$ cat config.mk
export PLATFORM = sky130hd
export DESIGN_NAME = draw_text_box
export DESIGN_NICKNAME = d
export VERILOG_FILES = /design/src/rtl/draw_text_box.sv
export SDC_FILE = /design/constraint.sdc
export NUM_CORES = 1
export LEC_CHECK = 0
export ABC_AREA = 0
export ABC_CLOCK_PERIOD_IN_PS = 6670
export CAP_MARGIN = 15
export CORE_ASPECT_RATIO = 0.8
export CORE_MARGIN = 5
export CORE_UTILIZATION = 53
export CTS_CLUSTER_SIZE = 28
export DETAILED_ROUTE_END_ITERATION = 16
export PLACE_DENSITY = 0.73
export SLEW_MARGIN = 0
export SYNTH_ARGS = -nofsm -noshare
export SYNTH_HDL_FRONTEND = slang
export SYNTH_SLANG_ARGS = --single-unit
export TNS_END_PERCENT = 30
$ cat constraint.sdc
create_clock -name pclk -period 6.67 [get_ports pclk]
set_input_delay 2.001 -clock pclk [delete_from_list [all_inputs] [get_ports pclk]]
set_output_delay 2.001 -clock pclk [all_outputs]
set_load 0.05 [all_outputs]
$ cat src/rtl/draw_text_box.sv
// Text overlay stage: COLS x ROWS character buffer, external 8x16 font ROM, 3-cycle pipeline.
// Optional feature macro: DRAW_TEXT_TRANSPARENT_EN (clear glyph bits pass rgb_in through).
module draw_text_box #(
    parameter int          X_POS      = 200,
    parameter int          Y_POS      = 400,
    parameter int          COLS       = 30,
    parameter int          ROWS       = 2,
    parameter int          SCALE_LOG2 = 0,
    parameter logic [11:0] FG_RGB     = 12'hFFF,
    parameter logic [11:0] BG_RGB     = 12'h000,
    parameter int          ADDR_W     = $clog2(COLS*ROWS)
) (
    input  logic              pclk,
    input  logic              rst,
    input  logic [10:0]       hcount_in,
    input  logic [10:0]       vcount_in,
    input  logic              hsync_in,
    input  logic              hblnk_in,
    input  logic              vsync_in,
    input  logic              vblnk_in,
    input  logic [11:0]       rgb_in,
    input  logic              wr_en,
    input  logic [ADDR_W-1:0] wr_addr,
    input  logic [7:0]        wr_data,
    output logic [7:0]        char_code,
    output logic [3:0]        char_line,
    input  logic [7:0]        char_pixels,
    output logic [10:0]       hcount_out,
    output logic [10:0]       vcount_out,
    output logic              hsync_out,
    output logic              hblnk_out,
    output logic              vsync_out,
    output logic              vblnk_out,
    output logic [11:0]       rgb_out
);

    localparam int              DEPTH   = COLS * ROWS;
    localparam logic [11:0]     X_LO    = 12'(X_POS);
    localparam logic [11:0]     X_HI    = 12'(X_POS + ((COLS * 8) << SCALE_LOG2));
    localparam logic [11:0]     Y_LO    = 12'(Y_POS);
    localparam logic [11:0]     Y_HI    = 12'(Y_POS + ((ROWS * 16) << SCALE_LOG2));
    localparam logic [10:0]     X_OFF   = 11'(X_POS);
    localparam logic [10:0]     Y_OFF   = 11'(Y_POS);
    localparam logic [10:0]     COLS_W  = 11'(COLS);
    localparam logic [ADDR_W:0] DEPTH_W = (ADDR_W+1)'(DEPTH);

    // Buffer powers up holding spaces; reset never touches it.
    logic [7:0] text_mem [0:DEPTH-1] = '{default: 8'h20};

    logic [10:0]       dx, dy, col, row;
    logic [ADDR_W-1:0] rd_addr;
    logic              win_d;
    logic [2:0]        bit_d;
    logic [3:0]        line_d;

    always_comb begin
        dx      = hcount_in - X_OFF;
        dy      = vcount_in - Y_OFF;
        col     = dx >> (3 + SCALE_LOG2);
        row     = dy >> (4 + SCALE_LOG2);
        rd_addr = ADDR_W'(row * COLS_W + col);
        win_d   = ({1'b0, hcount_in} >= X_LO) && ({1'b0, hcount_in} < X_HI) &&
                  ({1'b0, vcount_in} >= Y_LO) && ({1'b0, vcount_in} < Y_HI);
        bit_d   = 3'd7 - dx[SCALE_LOG2 +: 3];
        line_d  = dy[SCALE_LOG2 +: 4];
    end

    // Host write: single-cycle strobe, no handshake; out-of-range addresses dropped.
    always_ff @(posedge pclk) begin
        if (wr_en && ({1'b0, wr_addr} < DEPTH_W))
            text_mem[wr_addr] <= wr_data;
    end

    logic [7:0] rd_data_q;

    // Read-first: a same-cycle write to this address is seen on the following read.
    always_ff @(posedge pclk) begin
        if (rst)
            rd_data_q <= 8'h00;
        else if (win_d)
            rd_data_q <= text_mem[rd_addr];
    end

    logic        s1_win_q, s2_win_q;
    logic [2:0]  s1_bit_q, s2_bit_q;
    logic [3:0]  s1_line_q;
    logic [10:0] s1_hcount_q, s1_vcount_q, s2_hcount_q, s2_vcount_q;
    logic        s1_hsync_q, s1_hblnk_q, s1_vsync_q, s1_vblnk_q;
    logic        s2_hsync_q, s2_hblnk_q, s2_vsync_q, s2_vblnk_q;
    logic [11:0] s1_rgb_q, s2_rgb_q;
    logic [11:0] rgb_d;

    always_comb begin
        rgb_d = s2_rgb_q;
        if (s2_win_q && !s2_hblnk_q && !s2_vblnk_q) begin
            if (char_pixels[s2_bit_q])
                rgb_d = FG_RGB;
            else
`ifdef DRAW_TEXT_TRANSPARENT_EN
                rgb_d = s2_rgb_q;
`else
                rgb_d = BG_RGB;
`endif
        end
    end

    always_ff @(posedge pclk) begin
        if (rst) begin
            s1_win_q    <= 1'b0;
            s1_bit_q    <= 3'd0;
            s1_line_q   <= 4'd0;
            s1_hcount_q <= 11'd0;
            s1_vcount_q <= 11'd0;
            s1_hsync_q  <= 1'b0;
            s1_hblnk_q  <= 1'b0;
            s1_vsync_q  <= 1'b0;
            s1_vblnk_q  <= 1'b0;
            s1_rgb_q    <= 12'd0;
            s2_win_q    <= 1'b0;
            s2_bit_q    <= 3'd0;
            s2_hcount_q <= 11'd0;
            s2_vcount_q <= 11'd0;
            s2_hsync_q  <= 1'b0;
            s2_hblnk_q  <= 1'b0;
            s2_vsync_q  <= 1'b0;
            s2_vblnk_q  <= 1'b0;
            s2_rgb_q    <= 12'd0;
            char_code   <= 8'd0;
            char_line   <= 4'd0;
            hcount_out  <= 11'd0;
            vcount_out  <= 11'd0;
            hsync_out   <= 1'b0;
            hblnk_out   <= 1'b0;
            vsync_out   <= 1'b0;
            vblnk_out   <= 1'b0;
            rgb_out     <= 12'd0;
        end else begin
            s1_win_q    <= win_d;
            s1_bit_q    <= bit_d;
            s1_line_q   <= line_d;
            s1_hcount_q <= hcount_in;
            s1_vcount_q <= vcount_in;
            s1_hsync_q  <= hsync_in;
            s1_hblnk_q  <= hblnk_in;
            s1_vsync_q  <= vsync_in;
            s1_vblnk_q  <= vblnk_in;
            s1_rgb_q    <= rgb_in;

            s2_win_q    <= s1_win_q;
            s2_bit_q    <= s1_bit_q;
            s2_hcount_q <= s1_hcount_q;
            s2_vcount_q <= s1_vcount_q;
            s2_hsync_q  <= s1_hsync_q;
            s2_hblnk_q  <= s1_hblnk_q;
            s2_vsync_q  <= s1_vsync_q;
            s2_vblnk_q  <= s1_vblnk_q;
            s2_rgb_q    <= s1_rgb_q;
            // ROM address holds its last in-window value outside the box.
            if (s1_win_q) begin
                char_code <= rd_data_q;
                char_line <= s1_line_q;
            end

            hcount_out  <= s2_hcount_q;
            vcount_out  <= s2_vcount_q;
            hsync_out   <= s2_hsync_q;
            hblnk_out   <= s2_hblnk_q;
            vsync_out   <= s2_vsync_q;
            vblnk_out   <= s2_vblnk_q;
            rgb_out     <= rgb_d;
        end
    end

endmodule
==> results of run 1 <==
## sequential cells by signal, summed over array words and instances, names as in the netlist, 4 cells and up
name         cells
char_line        4
text_mem       480
s2_hcount_q     11
s2_vcount_q     11
vcount_out      11
s1_rgb_q        12
hcount_out      11
s1_hcount_q     11
s1_vcount_q      8
rgb_out         12
s2_rgb_q        12
rd_data_q        8
char_code        8
## critical path, stage by stage
cell	delay [ns]
clkdlybuf4s50_1	0.60
inv_1	0.16
ha_1	0.34
xor2_1	0.26
ha_1	0.30
inv_1	0.07
fa_1	0.42
fa_1	0.50
inv_1	0.05
ha_1	0.30
a21oi_1	0.19
xnor3_1	0.42
xnor2_4	0.39
mux2i_1	0.28
o21ai_1	0.07
## layout by cell type (no fill, tap or decap), drive strengths merged, types with 3 or more instances in the layout
master,n
a2111oi,3
a21oi,17
a22oi,5
a31o,5
a32oi,4
and2,3
buf,27
bufinv,6
clkbuf,72
clkdlybuf4s50,102
clkinv,21
dfxtp,142
edfxtp,480
fa,3
ha,12
inv,19
mux2i,42
mux4,124
nand2,79
nand2b,3
nand3,20
nand3b,4
nand4b,3
nor2,91
nor2b,106
nor3,3
nor4,3
o21ai,26
o221ai,6
o31ai,12
xnor2,9
xor2,6
## kinds of logic after synthesis
family	count (synthesis)	synth area share [%]
compound gates	87	2.45
buf+inv	88	1.56
xor+xnor	16	0.770
flops	622	73.7
mux	166	13.7
simple gates	326	6.90
fa+ha+maj	15	0.898
## power by group
group | leakage (nW) | switching, mW | internal, mW
sequential | 5.48 | 0.0139 | 4.22
clock | 0.907 | 1.39 | 1.83
combinational | 2.51 | 0.826 | 0.560
total | 8.90 | 2.23 | 6.61
## cell type report
cell class                      instances  area [um^2]  area share (%)
Multi-Input combinational cell        610         5830            21.6
Antenna cell                            1         2.50         0.00927
Clock inverter                         31          324            1.20
Clock buffer                           71         1510            5.59
Sequential cell                       622        17300            64.0
Timing Repair Buffer                  130         1290            4.79
Tap cell                              560          701            2.60
Inverter                               17         63.8           0.236
## metal layers
layer,track usage [%],wire length (um),up-vias
li1,-,-,5293
met3,5.96,4300,102
met5,0,27,-
met1,29.9,21600,6147
met2,32.2,24000,473
met4,7.64,1670,4
## worst max path at each step
stage | from | endpoint | slack [ns] | cells after the start
finish | vcount_in[5] | rd_data_q[3] | 0.79 | 15
global placement | vcount_in[5] | rd_data_q[5] | 0.35 | 15
global route | vcount_in[5] | rd_data_q[7] | 0.58 | 16
detailed placement | vcount_in[5] | rd_data_q[3] | 0.24 | 15
CTS | vcount_in[5] | rd_data_q[3] | 0.86 | 15
floorplan | hcount_in[3] | rd_data_q[1] | 0.97 | 19
## through the flow
stage,power [mW],std cells,area (um^2)
after floorplan,5.21,1320,23400
after CTS,8.86,2038,26900
after global routing,9.15,2042,27000
final,8.84,2042,27000
after global placement,5.64,1936,25100
after detailed placement,5.67,1936,25100
==> flow_summary.ini, run 1 <==
[setup_path]
critical_path.startpoint_type = input pin
r2r_start = text_mem[3][7]
arrival_ns = 6.37
worstSetupEndpointType = flip-flop
path_class = in2reg
critPathRequiredTime_ns = 7.16
crit_path_max_fanout = 10
r2r_slack_ns = 4.58
reg2reg_depth = 6
crit-reg2reg-capture = rd_data_q[7]

[floorplanning]
die_h_um = 198
row_count = 68
core_um2 = 43400
die_w_um = 245
die-area_um2 = 48500
initial_core_util_pct = 54.0
ios = 113

[clock_tree]
clk_pin_slew_ns = 0.06
ctsRootBufferMaster = clkbuf_16
cts_max_path_buffers = 3
htreeDepth = 2
postCtsHoldBufs = 0
cts_setup_buffers = 0
insertion_delay_ns = 0.62
post_cts_resized = 0
cts_made_buffers = 56
tritoncts = built
cts.sinks = 622

[timing]
worstMarginPinSlew_ns = 1.19
slew_headroom_pct = 20.8
fmax_mhz = 170
min_period_over_period_pct = 88.2
skew_ns = 0.0265
tns_ns = 0
drv_slew = 0
setup_ws_ns = 0.789
period_needed_ns = 5.88
hold_viol = 0
setup-violations-final = 0
fin_hold_ws_ns = 0.435
rsz0062_at_grt = false

[synth]
syn_avg_cell_area_um2 = 17.7
async_reset_ff_share_pct = 0
ys_warn_count = 0
synth_seq_cells = 622
ys.flop_type = edfxtp_1
ys_top_cells_by_area = edfxtp_1 62%, dfxtp_1 12%, mux4_2 12%, nor2b_1 2.8%, mux2i_1 1.8%
synth_area_um2 = 23400
synth_top_area_share_pct = 61.6
ys_seq_area_share_pct = 73.7
ys_types = 49
synthTopCellsByCount = 480 x edfxtp_1, 142 x dfxtp_1, 124 x mux4_2
syn_inst = 1320
syn-num-nets = 1398
synth_most_common_cell = edfxtp_1
synth_largest_area_cell = edfxtp_1
synth_edf_count = 480

[global_route]
grt_max_degree = 72
grt_usage_pct = 21.2
grt_pass1_vias = 12000
overflow = 0
grt_pass1_wl_mm = 76.5
antenna_found_initial = 3

[routing]
drtIter0Drc = 1148
avgViaCountPerCell = 5.89
wl_mm = 51.6
drc_errors = 0
ant_nets = 0
vias = 12000
dr.pass1.iters = 5
wire_per_inst_um = 25.3

[placed_design]
hpwlAfterDp_mm = 32.1
port_buffers = 112
dp_slack_ns = 0.243
globalplace.congestion = 0.886

[run]
drv_cap = 0

[pwr]
ir_worst_vdd_uv = 234
power_density_nw_per_um2 = 328
p_leak_nw = 8.90

[min_path]
min_path_cells = 1
hp-class = reg2reg
min_from = s2_vcount_q[8]
hold_end = vcount_out[8]

[finish]
utilization_pct = 62.2
area_delta_synth_final_pct = 15.2
fillCellCount = 3054
fin_nets = 1515
drive_gt1_share_pct = 17.1

[status]
status = finished, final reports clean
(Power assumes the default switching activity.)
==> inputs of run 2 (changes only) <==
GPL_TIMING_DRIVEN = 0   (was not set)
==> run 2 against run 1 <==
Effect of this change: worst hold slack worse by 0.0014 ns; sequential cell count stayed put; cell area increased by 0.92%; highest routed layer is now met4; setup slack got worse by 0.60 ns; non-clock buffer count up 54; via count is 2.7% higher; critical path type unchanged; register-to-register slack worse by 0.03 ns.
==> flow_summary.ini, run 2 (synthesized netlist as in run 1, its figures left out) <==
[pwr]
clkPwrFrac_pct = 36.3
power_density_nw_per_um2 = 330
ir_worst_vdd_uv = 250
power.share.combinational_pct = 16.6
p_leak_nw = 9.00
p_seq_share_pct = 47.0
power_switching_mw = 2.37
fin_total_pwr_mw = 8.99
internal_power_mw = 6.62
switching_share_pct = 26.4

[setup_path]
critPathSlowestCell = clkdlybuf4s50_1
r2r_slack_ns = 4.55
critical_path.startpoint_type = input pin
max_stage_delay_ns = 0.64
path_cells = clkdlybuf4s50_1 -> inv_1 -> ha_1 -> xor2_1 -> ha_1 -> inv_1 -> fa_1 -> fa_1 -> inv_1 -> ha_1 -> a21boi_0 -> or2_2 -> buf_1 -> o221ai_1 -> mux2i_1 -> o21ai_1
critPathRequiredTime_ns = 7.18
crit_path_max_fanout = 10
path_class = in2reg
arrival_ns = 6.99
worstSetupEndpointType = flip-flop

[routing]
vias = 12300
drc_errors = 0
avgViaCountPerCell = 5.89
ant_nets = 0
wl_mm = 52.3
drtIter0Drc = 1439
wire_per_inst_um = 24.9
dr.pass1.iters = 8

[timing]
tns_ns = 0
slew_headroom_pct = 22.2
period_needed_ns = 6.48
setup_ws_ns = 0.189
fmax_mhz = 154
drv_slew = 0
hold_viol = 0
min_period_over_period_pct = 97.2
skew_ns = 0.0368
setup-violations-final = 0
worstMarginPinSlew_ns = 1.16

[finish]
fillCellCount = 3047
final_cell_mix = 480 x edfxtp_1, 142 x dfxtp_1, 124 x mux4_2
largest_reg_flops = 480
largest-register = text_mem
fin_nets = 1570
drive_gt1_share_pct = 17.3
stdcell_count = 2096
multi_input_area_um2 = 5800
final_common_cell = edfxtp_1
final_cell_area_um2 = 27200
area_delta_synth_final_pct = 16.3
register_area_um2 = 17300
insertedDiodeCount = 0

[placed_design]
globalplace.congestion = 0.851
hpwlAfterDp_mm = 34.8
dp.cells = 1995
placed_area_um2 = 25300
dp_slack_ns = -1.36
port_buffers = 108

[global_route]
grt_usage_pct = 21.7
grt_use_met2_pct = 34.7
grt_use_met3_pct = 4.49
busiest_layer = met2
antenna_found_initial = 0
grt_pass1_wl_mm = 78.6
grtUsageMet1_pct = 31.5
grt_max_degree = 61
overflow = 0
grt_pass1_vias = 12400

[clock_tree]
insertion_delay_ns = 0.63
cts_setup_buffers = 0
cts_max_path_buffers = 3
htreeDepth = 2
ctsRootBufferMaster = clkbuf_16
postCtsHoldBufs = 0
cts_made_buffers = 57
tritoncts = built
cts.sinks = 622
clk_pin_slew_ns = 0.06

[floorplanning]
die_w_um = 245
die_h_um = 198
die-area_um2 = 48500
core_um2 = 43400
initial_core_util_pct = 54.0
ios = 113
row_count = 68

[status]
status = finished, final reports clean

[min_path]
hp-class = reg2reg

[run]
drv_cap = 0
==> run 2: cell count changes in the layout (fill, tap and decap cells not counted), sizes merged <==
cell | before | now
clkbuf | 72 | 117
buf | 27 | 40
clkinv | 21 | 16
clkinvlp | 2 | 6
clkdlybuf4s50 | 102 | 100
bufinv | 6 | 5
diode | 1 | 0
inv | 19 | 20
==> run 2: through the flow <==
| step | utilization [%] | hold slack (ns) |
|---|---|---|
| detailed placement | 58.3 | 0.420 |
| global placement | 58.1 | 0.415 |
| CTS | 62.7 | 0.436 |
| global route | 62.8 | 0.446 |
| finish | 62.8 | 0.433 |
| floorplan | - | 0.414 |
==> run 2: final timing paths <==
kind / start / end / cells after the start
max reg2reg: text_mem[50][4] / rd_data_q[4] / 7
min reg2reg: s2_vcount_q[6] / vcount_out[6] / 1
min: s2_vcount_q[6] / vcount_out[6] / 1
max: vcount_in[4] / rd_data_q[1] / 16
==> run 2: critical path: cells and delay by family <==
family	cells	cell delay (ns)
mux	1	0.35
simple gates	1	0.32
xor+xnor	1	0.32
compound gates	3	0.65
fa+ha+maj	5	1.93
buf+inv	5	1.42
==> run 2: power groups by stage <==
stage / Sequential (mW) / Clock [mW] / Combinational [mW]
floorplan: 4.33 / 0 / 0.876
global placement: 4.32 / 0 / 1.44
detailed placement: 4.31 / 0 / 1.46
CTS: 4.23 / 3.31 / 1.48
global route: 4.23 / 3.49 / 1.57
finish: 4.23 / 3.27 / 1.50
==> run 2: cell type report <==
type,instances,share of cell area [%]
multi-input combinational,610,21.3
clock buffer,73,5.76
sequential,622,63.4
tap,560,2.57
timing repair buffer,115,4.42
buffer,69,1.18
clock inverter,30,1.16
inverter,17,0.234
==> run 2: timing repair <==
item / CTS / global route
hold endpoints to repair: 0 / 0
resized for setup: 11 / 13
endpoints found under the setup margin: 8 / 8
gates cloned: 0 / 0
==> run 2: layer usage <==
layer  vias to the layer above  share of wire [%]
met5                         -                  0
met1                      6282                 41
met4                         0                2.0
met3                        89                8.6
met2                       553                 48
li1                       5417                  -
==> inputs of run 3 (changes only) <==
ABC_CLOCK_PERIOD_IN_PS = 8100   (was 6670)
GPL_ROUTABILITY_DRIVEN = 0   (was not set)
clock period = 8.1 ns   (was 6.67 ns; I/O delays follow)
==> run 3 against run 2 <==
Effect of this change: non-clock buffer count rose by 2; setup slack got worse by 0.056 ns; via count barely moved; clock skew rose by 0.0017 ns; sequential cell count did not move; critical path type unchanged; critical endpoint is now rd_data_q[7]; largest cell class unchanged.
==> flow_summary.ini, run 3 (synthesized netlist as in run 1, its figures left out) <==
[status]
status = finished, final reports clean

[global_route]
grt_pass1_wl_mm = 78.6
antenna_found_initial = 0
grt_pass1_vias = 12400
grt_max_degree = 61
grt_usage_pct = 21.7
overflow = 0

[pwr]
ir_worst_vdd_uv = 205
p_leak_nw = 8.97
power_density_nw_per_um2 = 272
fin_total_pwr_mw = 7.40

[clock_tree]
cts.sinks = 622
cts_setup_buffers = 0
cts_made_buffers = 57
postCtsHoldBufs = 0
tritoncts = built
cts_max_path_buffers = 3
htreeDepth = 2
ctsRootBufferMaster = clkbuf_16
insertion_delay_ns = 0.63
post_cts_resized = 0
clk_pin_slew_ns = 0.07

[floorplanning]
die_h_um = 198
row_count = 68
die-area_um2 = 48500
core_um2 = 43400
ios = 113
die_w_um = 245
initial_core_util_pct = 54.0

[routing]
dr.pass1.iters = 6
drtIter0Drc = 1444
ant_nets = 0
wl_mm = 52.2
wire_per_inst_um = 24.9
vias = 12400
drc_errors = 0
avgViaCountPerCell = 5.89

[placed_design]
dp_slack_ns = -0.358
hpwlAfterDp_mm = 34.8
port_buffers = 108
dp.cells = 1995

[setup_path]
crit_path_max_fanout = 10
crit_top_cell = buf_2
critPathRequiredTime_ns = 8.67
critical_path.startpoint_type = input pin
path_buf_inv = 12
arrival_ns = 8.53
critPathSlowestCell = buf_1
max_stage_delay_ns = 0.82
crit_family = buffers and inverters
path_cells = clkdlybuf4s50_1 -> buf_2 -> buf_2 -> buf_4 -> buf_2 -> inv_1 -> ha_1 -> inv_1 -> ha_1 -> inv_1 -> fa_1 -> buf_2 -> buf_2 -> buf_1 -> clkbuf_1 -> mux2i_1 -> o21ai_0 -> nand4b_1 -> nand2_1
worstSetupEndpointType = flip-flop
path_class = in2reg

[finish]
largest_reg_flops = 480
insertedDiodeCount = 0
area_delta_synth_final_pct = 16.2
stdcell_count = 2098
drive_gt1_share_pct = 16.6
final_common_cell = edfxtp_1
final_cell_mix = 480 x edfxtp_1, 142 x dfxtp_1, 124 x mux4_2
fillCellCount = 3046
fin_nets = 1572
largest-register = text_mem
utilization_pct = 62.7

[timing]
hold_viol = 0
skew_ns = 0.0385
fin_hold_ws_ns = 0.433
worstMarginPinSlew_ns = 1.20
period_needed_ns = 7.97
slew_headroom_pct = 19.4
fmax_mhz = 126
setup_ws_ns = 0.134
rsz0062_at_grt = false
min_period_over_period_pct = 98.3
setup-violations-final = 0
drv_slew = 0

[min_path]
hp-class = reg2reg

[run]
drv_cap = 0
==> run 3: path summary, 6_finish.rpt <==
path / start / to / slack, ns / cells past startpoint
worst max-delay path: hcount_in[3] / rd_data_q[7] / 0.13 / 19
worst max register to register: text_mem[50][6] / rd_data_q[6] / 5.91 / 7
worst min register to register: s2_vcount_q[6] / vcount_out[6] / 0.43 / 1
worst min-delay path: s2_vcount_q[6] / vcount_out[6] / 0.43 / 1
==> run 3: layout make-up <==
cell class	count	area [um^2]	share of cell area, %
Inverter	17	63.8	0.235
Buffer	71	300	1.10
Multi-Input combinational cell	610	5790	21.3
Sequential cell	622	17300	63.4
Tap cell	560	701	2.58
Clock inverter	30	317	1.16
Timing Repair Buffer	115	1200	4.42
Clock buffer	73	1570	5.77
==> run 3: through the flow <==
step           instance area, um^2  TNS, ns
2_1_floorplan                23400        0
3_3_place_gp                 25200    -2.16
4_1_cts                      27200        0
5_1_grt                      27200        0
3_5_place_dp                 25300    -2.31
6_report                     27200        0
==> run 3: per-layer routing <==
layer | up-vias | track usage [%] | share of wire, %
li1 | 5421 | - | -
met1 | 6293 | 31.4 | 41
met5 | - | 0 | 0
met3 | 91 | 4.59 | 8.3
met4 | 0 | 5.09 | 2.1
met2 | 548 | 34.7 | 48
==> run 3: worst register-to-register path, cell delays in order (launching register included) <==
cell and delay [ns]:
edfxtp_1 0.35, mux4_2 0.48, mux2i_1 0.39, nand2_1 0.12, o21ai_0 0.10, o221ai_1 0.24, mux2i_1 0.31, o21ai_1 0.09
==> run 3: power breakdown <==
| part | internal (mW) | switching, mW | leakage (nW) | total [mW] |
|---|---|---|---|---|
| clock | 1.53 | 1.16 | 0.904 | 2.69 |
| combinational | 0.443 | 0.785 | 2.58 | 1.23 |
| sequential | 3.47 | 0.0107 | 5.48 | 3.48 |
| total | 5.44 | 1.95 | 8.97 | 7.40 |
